===== config.mk =====
export PLATFORM = sky130hd
export DESIGN_NAME = cache_controller_flat
export DESIGN_NICKNAME = d
export VERILOG_FILES = /design/src/rtl/cache_pkg.sv /design/src/rtl/cache_if.sv /design/src/rtl/cache_data_array.sv /design/src/rtl/cache_controller.sv /design/src/flat_wrapper.sv
export SDC_FILE = /design/constraint.sdc
export NUM_CORES = 2
export LEC_CHECK = 0
export BUFFER_PORTS_ARGS = -buffer_cell sky130_fd_sc_hd__buf_2
export CORE_UTILIZATION = 30
export DETAILED_ROUTE_END_ITERATION = 12
export PLACE_DENSITY = 0.49
export SETUP_SLACK_MARGIN = 0.2
export SKIP_CTS_REPAIR_TIMING = 1
export SLEW_MARGIN = 20
export SYNTH_ARGS = -nofsm -noshare
export SYNTH_HDL_FRONTEND = slang
export SYNTH_HIERARCHICAL = 1
export SYNTH_MEMORY_MAX_BITS = 65536
export SYNTH_SLANG_ARGS = --single-unit

===== constraint.sdc =====
create_clock -name clk -period 7.35 [get_ports clk]
set_input_delay 0.3675 -clock clk [delete_from_list [all_inputs] [get_ports clk]]
set_output_delay 0.3675 -clock clk [all_outputs]
set_load 0.02 [all_outputs]

===== src/rtl/cache_pkg.sv =====
// Shared definitions for the direct-mapped write-through cache: address field
// layout, line geometry and controller state encodings.
package cache_pkg;

    localparam int unsigned LINE_BITS      = 128;
    localparam int unsigned WORDS_PER_LINE = 4;

    localparam int unsigned OFFSET_W   = 2;
    localparam int unsigned INDEX_W    = 5;
    localparam int unsigned TAG_W      = 3;
    localparam int unsigned OFFSET_LSB = 0;
    localparam int unsigned INDEX_LSB  = 2;
    localparam int unsigned TAG_LSB    = 7;

    typedef logic [1:0] state_t;
    localparam state_t IDLE  = 2'd0;
    localparam state_t FILL  = 2'd1;
    localparam state_t WRITE = 2'd2;

endpackage


===== src/rtl/cache_if.sv =====
// CPU-side request/response and memory-side fill/write signals of the cache.
// master drives requests and memory responses; slave is the controller.
interface cache_if #(
    parameter int unsigned WIDTH     = 32,
    parameter int unsigned ADDR_SIZE = 10
);

    logic                           cpu_read;
    logic                           cpu_write;
    logic [ADDR_SIZE-1:0]           cpu_addr;
    logic [WIDTH-1:0]               cpu_wdata;
    logic [WIDTH-1:0]               cpu_rdata;
    logic                           cpu_stall;
    logic                           mem_read_en;
    logic                           mem_write_en;
    logic [ADDR_SIZE-1:0]           mem_addr;
    logic [WIDTH-1:0]               mem_wdata;
    logic                           mem_ready;
    logic [cache_pkg::LINE_BITS-1:0] mem_line;

    modport master (
        output cpu_read, cpu_write, cpu_addr, cpu_wdata, mem_ready, mem_line,
        input  cpu_rdata, cpu_stall, mem_read_en, mem_write_en, mem_addr, mem_wdata
    );

    modport slave (
        input  cpu_read, cpu_write, cpu_addr, cpu_wdata, mem_ready, mem_line,
        output cpu_rdata, cpu_stall, mem_read_en, mem_write_en, mem_addr, mem_wdata
    );

endinterface


===== src/rtl/cache_data_array.sv =====
// Cache storage: per-line valid bit, tag and 128-bit data with one
// asynchronous read port and one write port (whole line or single word).
module cache_data_array
    import cache_pkg::*;
#(
    parameter int unsigned LINES = 32,
    parameter int unsigned WIDTH = 32
) (
    input  logic                 clk,
    input  logic                 rst,
    input  logic [INDEX_W-1:0]   rd_index,
    output logic                 rd_valid,
    output logic [TAG_W-1:0]     rd_tag,
    output logic [LINE_BITS-1:0] rd_line,
    input  logic [INDEX_W-1:0]   wr_index,
    input  logic                 line_we,
    input  logic [TAG_W-1:0]     wr_tag,
    input  logic [LINE_BITS-1:0] wr_line,
    input  logic                 word_we,
    input  logic [OFFSET_W-1:0]  wr_offset,
    input  logic [WIDTH-1:0]     wr_word
);

    logic [LINES-1:0]     valid;
    logic [TAG_W-1:0]     tags  [LINES];
    logic [LINE_BITS-1:0] lines [LINES];

    assign rd_valid = valid[rd_index];
    assign rd_tag   = tags[rd_index];
    assign rd_line  = lines[rd_index];

    // Only valid bits are reset; tag/data contents are don't-care until filled.
    always_ff @(posedge clk or negedge rst) begin
        if (!rst) begin
            valid <= '0;
        end else if (line_we) begin
            valid[wr_index] <= 1'b1;
        end
    end

    always_ff @(posedge clk) begin
        if (line_we) begin
            tags[wr_index]  <= wr_tag;
            lines[wr_index] <= wr_line;
        end else if (word_we) begin
            for (int unsigned k = 0; k < WORDS_PER_LINE; k++) begin
                if (wr_offset == k[OFFSET_W-1:0]) begin
                    lines[wr_index][k*WIDTH +: WIDTH] <= wr_word;
                end
            end
        end
    end

endmodule


===== src/rtl/cache_controller.sv =====
// Direct-mapped, write-through, no-write-allocate cache controller with
// zero-latency read hits, whole-line fills and single-word memory writes.
module cache_controller
    import cache_pkg::*;
#(
    parameter int unsigned WIDTH     = 32,
    parameter int unsigned ADDR_SIZE = 10,
    parameter int unsigned LINES     = 32
) (
    input  logic   clk,
    input  logic   rst,
    cache_if.slave bus
);

    state_t state, state_nx;

    logic [TAG_W-1:0]     req_tag;
    logic [INDEX_W-1:0]   req_index;
    logic [OFFSET_W-1:0]  req_offset;
    logic [TAG_W-1:0]     fill_tag;
    logic [INDEX_W-1:0]   fill_index;

    logic                 rd_valid;
    logic [TAG_W-1:0]     rd_tag;
    logic [LINE_BITS-1:0] rd_line;
    logic [WIDTH-1:0]     rd_word;
    logic                 hit;
    logic                 line_we;
    logic                 word_we;

    logic                 stall;
    logic [WIDTH-1:0]     rdata;
    logic                 read_en;
    logic                 write_en;
    logic [ADDR_SIZE-1:0] maddr;
    logic [WIDTH-1:0]     mwdata;

    assign req_tag    = bus.cpu_addr[TAG_LSB    +: TAG_W];
    assign req_index  = bus.cpu_addr[INDEX_LSB  +: INDEX_W];
    assign req_offset = bus.cpu_addr[OFFSET_LSB +: OFFSET_W];

    assign hit = rd_valid && (rd_tag == req_tag);

    always_comb begin
        rd_word = '0;
        for (int unsigned k = 0; k < WORDS_PER_LINE; k++) begin
            if (req_offset == k[OFFSET_W-1:0]) begin
                rd_word = rd_line[k*WIDTH +: WIDTH];
            end
        end
    end

    cache_data_array #(
        .LINES (LINES),
        .WIDTH (WIDTH)
    ) u_array (
        .clk       (clk),
        .rst       (rst),
        .rd_index  (req_index),
        .rd_valid  (rd_valid),
        .rd_tag    (rd_tag),
        .rd_line   (rd_line),
        .wr_index  ((state == FILL) ? fill_index : req_index),
        .line_we   (line_we),
        .wr_tag    (fill_tag),
        .wr_line   (bus.mem_line),
        .word_we   (word_we),
        .wr_offset (req_offset),
        .wr_word   (bus.cpu_wdata)
    );

    always_comb begin
        state_nx = state;
        stall    = 1'b0;
        rdata    = '0;
        line_we  = 1'b0;
        word_we  = 1'b0;
        read_en  = 1'b0;
        write_en = 1'b0;
        maddr    = '0;
        mwdata   = '0;
        case (state)
            IDLE: begin
                if (bus.cpu_write) begin
                    stall    = 1'b1;
                    state_nx = WRITE;
                end else if (bus.cpu_read) begin
                    if (hit) begin
                        rdata = rd_word;
                    end else begin
                        stall    = 1'b1;
                        state_nx = FILL;
                    end
                end
            end
            FILL: begin
                // Fill address is latched so the fill completes even if the
                // CPU withdraws or changes its request mid-transaction.
                read_en = 1'b1;
                maddr   = ADDR_SIZE'({fill_tag, fill_index, {OFFSET_W{1'b0}}});
                stall   = 1'b1;
                if (bus.mem_ready) begin
                    line_we  = 1'b1;
                    state_nx = IDLE;
                end
            end
            WRITE: begin
                write_en = 1'b1;
                maddr    = bus.cpu_addr;
                mwdata   = bus.cpu_wdata;
                stall    = !bus.mem_ready;
                if (bus.mem_ready) begin
                    word_we  = hit;
                    state_nx = IDLE;
                end
            end
            default: state_nx = IDLE;
        endcase
    end

    always_ff @(posedge clk or negedge rst) begin
        if (!rst) begin
            state      <= IDLE;
            fill_tag   <= '0;
            fill_index <= '0;
        end else begin
            state <= state_nx;
            if (state == IDLE && state_nx == FILL) begin
                fill_tag   <= req_tag;
                fill_index <= req_index;
            end
        end
    end

    assign bus.cpu_stall    = stall;
    assign bus.cpu_rdata    = rdata;
    assign bus.mem_read_en  = read_en;
    assign bus.mem_write_en = write_en;
    assign bus.mem_addr     = maddr;
    assign bus.mem_wdata    = mwdata;

endmodule


===== src/flat_wrapper.sv =====
// flat-port wrapper written by rule: the top's interface ports become plain ports
module cache_controller_flat import cache_pkg::*;
#(
    parameter int unsigned WIDTH     = 32,
    parameter int unsigned ADDR_SIZE = 10,
    parameter int unsigned LINES     = 32
)
  (clk, rst, bus_cpu_read, bus_cpu_write, bus_cpu_addr, bus_cpu_wdata, bus_mem_ready, bus_mem_line, bus_cpu_rdata, bus_cpu_stall, bus_mem_read_en, bus_mem_write_en, bus_mem_addr, bus_mem_wdata);
  cache_if #(.WIDTH(WIDTH), .ADDR_SIZE(ADDR_SIZE)) bus_i ();
  input  logic clk;
  input  logic rst;
  input wire logic [$bits(bus_i.cpu_read)-1:0] bus_cpu_read;
  input wire logic [$bits(bus_i.cpu_write)-1:0] bus_cpu_write;
  input wire logic [$bits(bus_i.cpu_addr)-1:0] bus_cpu_addr;
  input wire logic [$bits(bus_i.cpu_wdata)-1:0] bus_cpu_wdata;
  input wire logic [$bits(bus_i.mem_ready)-1:0] bus_mem_ready;
  input wire logic [$bits(bus_i.mem_line)-1:0] bus_mem_line;
  output wire logic [$bits(bus_i.cpu_rdata)-1:0] bus_cpu_rdata;
  output wire logic [$bits(bus_i.cpu_stall)-1:0] bus_cpu_stall;
  output wire logic [$bits(bus_i.mem_read_en)-1:0] bus_mem_read_en;
  output wire logic [$bits(bus_i.mem_write_en)-1:0] bus_mem_write_en;
  output wire logic [$bits(bus_i.mem_addr)-1:0] bus_mem_addr;
  output wire logic [$bits(bus_i.mem_wdata)-1:0] bus_mem_wdata;
  assign bus_i.cpu_read = bus_cpu_read;
  assign bus_i.cpu_write = bus_cpu_write;
  assign bus_i.cpu_addr = bus_cpu_addr;
  assign bus_i.cpu_wdata = bus_cpu_wdata;
  assign bus_i.mem_ready = bus_mem_ready;
  assign bus_i.mem_line = bus_mem_line;
  assign bus_cpu_rdata = bus_i.cpu_rdata;
  assign bus_cpu_stall = bus_i.cpu_stall;
  assign bus_mem_read_en = bus_i.mem_read_en;
  assign bus_mem_write_en = bus_i.mem_write_en;
  assign bus_mem_addr = bus_i.mem_addr;
  assign bus_mem_wdata = bus_i.mem_wdata;
  cache_controller #(.WIDTH(WIDTH), .ADDR_SIZE(ADDR_SIZE), .LINES(LINES)) u_core (.clk(clk), .rst(rst), .bus(bus_i));
endmodule

==> results.md <==
* Longest Clk Path Bufs at 4
* CP required at 6.98 ns
* Crit path max fanout at 35
* Failing checks: antenna violations, negative hold slack
* Status: finished, violations left
* CTS Buf Count at 438
* Fin crit share at 90.1%
* RSZ-0062 raised after global routing: false
* VDD IR-drop max at 0.195 mV
* Primary FF master, synth: edfxtp_1
* CTS Root Cell: clkbuf_16
* Multi-input logic area at 34500 sq um
* Pwr Density at 281 nW/um^2
* I/O Pins at 252
* DIE HEIGHT at 736 microns
* CTS HTree Levels at 5
* Detailed-route DRC error count at 0
* Design Power at 53200 uW
* Most common cell after layout, fill and taps aside: edfxtp_1
* Synthesis-to-finish area growth at 17.1%
* Final wirelength at 548000 microns
* FP Rows at 269
* Via density at 5.33
* Core area at 537000 sq um
* DR iter-0 viols at 10300
* Final Cell Area at 190000 sq um
* GR Overflow Total at 0
* Slew headroom at 18.8%
* Final hold slack at -0.0177 ns
* Largest net degree at the start of global routing at 126
* Total GRT Usage at 19.7%
* Initial antenna violation count at 89
* Nets@finish at 7951
* DPL Wire Length at 326000 microns
* Layout cells sized above 1 at 32.3%
* Number of synthesized flops with an enable pin at 4192
* Slew @ Worst Pin at 1.21 ns
* First-pass GRT wire length at 729000 microns
* Max stage delay cell, worst path: nor4_4
* Family with the most delay on the worst path: buffers and inverters
* FF-to-FF End: u_core/u_array/lines[19][69]
* Starting Density at 30.1%
* CP bufs+invs at 5
* Die area at 542000 sq um
* R2r setup slk at 2.11 ns
* Mapped Avg Cell Area at 22.7 sq um
* Pleak at 0.0586 uW
* Gate Count Post-Synth at 7124
* Gpl congestion at 0.805
* Register area at 127000 sq um
* CTS tree: yes
* Setup TNS at 0 ns
* Placed cell area at 175000 sq um
* Worst skew pair latency at 1.02 ns
* Mapped Nets at 7303
* Clk sink count at 4234
* Vias in the first global route at 81900
* Setup violations, final at 0
* FF-to-FF Start: u_core/state[1]
* Crit path DAT at 6.25 ns
* Fillcell total at 49200
* Drt wl/cell at 35.5 microns
* Largest stage delay on the critical path at 0.95 ns
* Port Buf Inserts at 251
* Post-synth ARST share at 0.992%
* Fmax at 0.151 GHz
* Sequential area share after synthesis at 78.4%
* Worst Skew at 0.0676 ns
* Critical path depth at 10
* Die Width at 736 microns
* Crit path kind: primary input to output pin
* Max-Cap Viols at 0
* Min-Delay Path Class: primary input to async pin
* Drt pass-1 iters at 5
* Final ANT Viol Nets at 1
* Final Hold Violating Endpoints at 9
* Vias post-DR at 82200
* Critical-path cell list: dlygate4sd3_1, buf_2, or2_4, buf_4, buf_4, o22ai_1, nor4_4, mux4_2, nor2b_1, buf_2
* Final core occ at 35.3%
* Synth warn at 6
* Unique masters post-synth at 44
* Crit path capture type: output pin
* CTS clk-pin slew, worst paths at 0.06 ns
* Post-Syn Area at 162000 sq um
* R2r worst-path depth at 8
* Commonest non-fill, non-tap cells in the layout: 4192 x edfxtp_1, 996 x mux4_2, 445 x clkbuf_16, 436 x o22ai_1, 317 x buf_4
* Startpoint Class: primary input
* Yosys reg bits at 4234
* Pins Over Slew Limit at 0
* Crit path time final at 6.62 ns
[synth_stat cells, types with 48 or more instances]
cell	n	share of area [%]
a22oi_1	142	0.66
buf_2	146	0.45
buf_4	98	0.45
clkbuf_1	140	0.32
edfxtp_1	4192	78
mux2_2	128	0.89
mux2i_1	184	1.1
mux4_2	996	14
nand2_1	49	0.11
nand3_1	48	0.15
nor2_1	139	0.32
nor4_1	109	0.42
o22ai_1	436	1.7
[power breakdown]
group | internal, uW | switching, uW | total, uW
Sequential | 26900 | 160 | 27100
Combinational | 1230 | 2840 | 4070
Clock | 12700 | 9380 | 22000
Total | 40800 | 12400 | 53200
[routing by layer]
metal / wire, microns / up-vias / GRT usage [%]
met2: 262000 / 3833 / 32.1
met3: 49400 / 657 / 4.63
li1: - / 32100 / -
met5: 216 / - / 0
met4: 13500 / 34 / 4.86
met1: 223000 / 45500 / 26.8
[worst register-to-register path, delay by kind of cell, from the launching register on]
family          cells  cell delay, ns
buf+inv             2            0.52
simple gates        4            3.15
compound gates      1            0.21
fa+ha+maj           1            0.59
flops               1            0.46
[cells by family (layout without fill, tap and decap cells)]
logic type,count (synthesis),count (layout),synth area share [%]
compound gates,599,599,2.43
mux,1316,1316,15.9
fa+ha+maj,4,4,0.0309
buf+inv,428,1446,1.36
xor+xnor,3,3,0.0162
simple gates,540,540,1.77
other cells,0,108,0
flops,4234,4234,78.4
[state kept, by name, indices dropped and copies added, names as in the netlist]
signal                count
u_core/u_array/lines   4096
u_core/u_array/tags      96
u_core/u_array/valid     32
u_core/fill_index         5
u_core/fill_tag           3
u_core/state              2
[stage by stage]
step	instances	worst slack (ns)
finish	15400	0.730
global route	15400	0.855
global placement	14500	0.766
CTS	15300	1.43
floorplan	7124	2.59
detailed placement	14500	0.965
[area by class of cell]
type | count | share of cell area (%)
Sequential cell | 4234 | 67.0
Multi-Input combinational cell | 2462 | 18.2
Clock buffer | 529 | 6.08
Tap cell | 7181 | 4.74
Timing Repair Buffer | 626 | 2.47
Clock inverter | 281 | 1.39
Antenna cell | 108 | 0.143
Inverter | 10 | 0.0198
[how the worst max path moves through the flow]
stage                    start                           end
3_3_place_gp   bus_cpu_addr[3]  u_core/u_array/lines[23][95]
4_1_cts        bus_cpu_addr[2]              bus_cpu_rdata[5]
3_5_place_dp   bus_cpu_addr[3]  u_core/u_array/lines[18][70]
5_1_grt        bus_cpu_addr[5]             bus_cpu_rdata[25]
2_1_floorplan  bus_cpu_addr[2]   u_core/u_array/lines[16][0]
6_report       bus_cpu_addr[5]             bus_cpu_rdata[25]
Note: power is estimated with default switching activity, not from simulation.
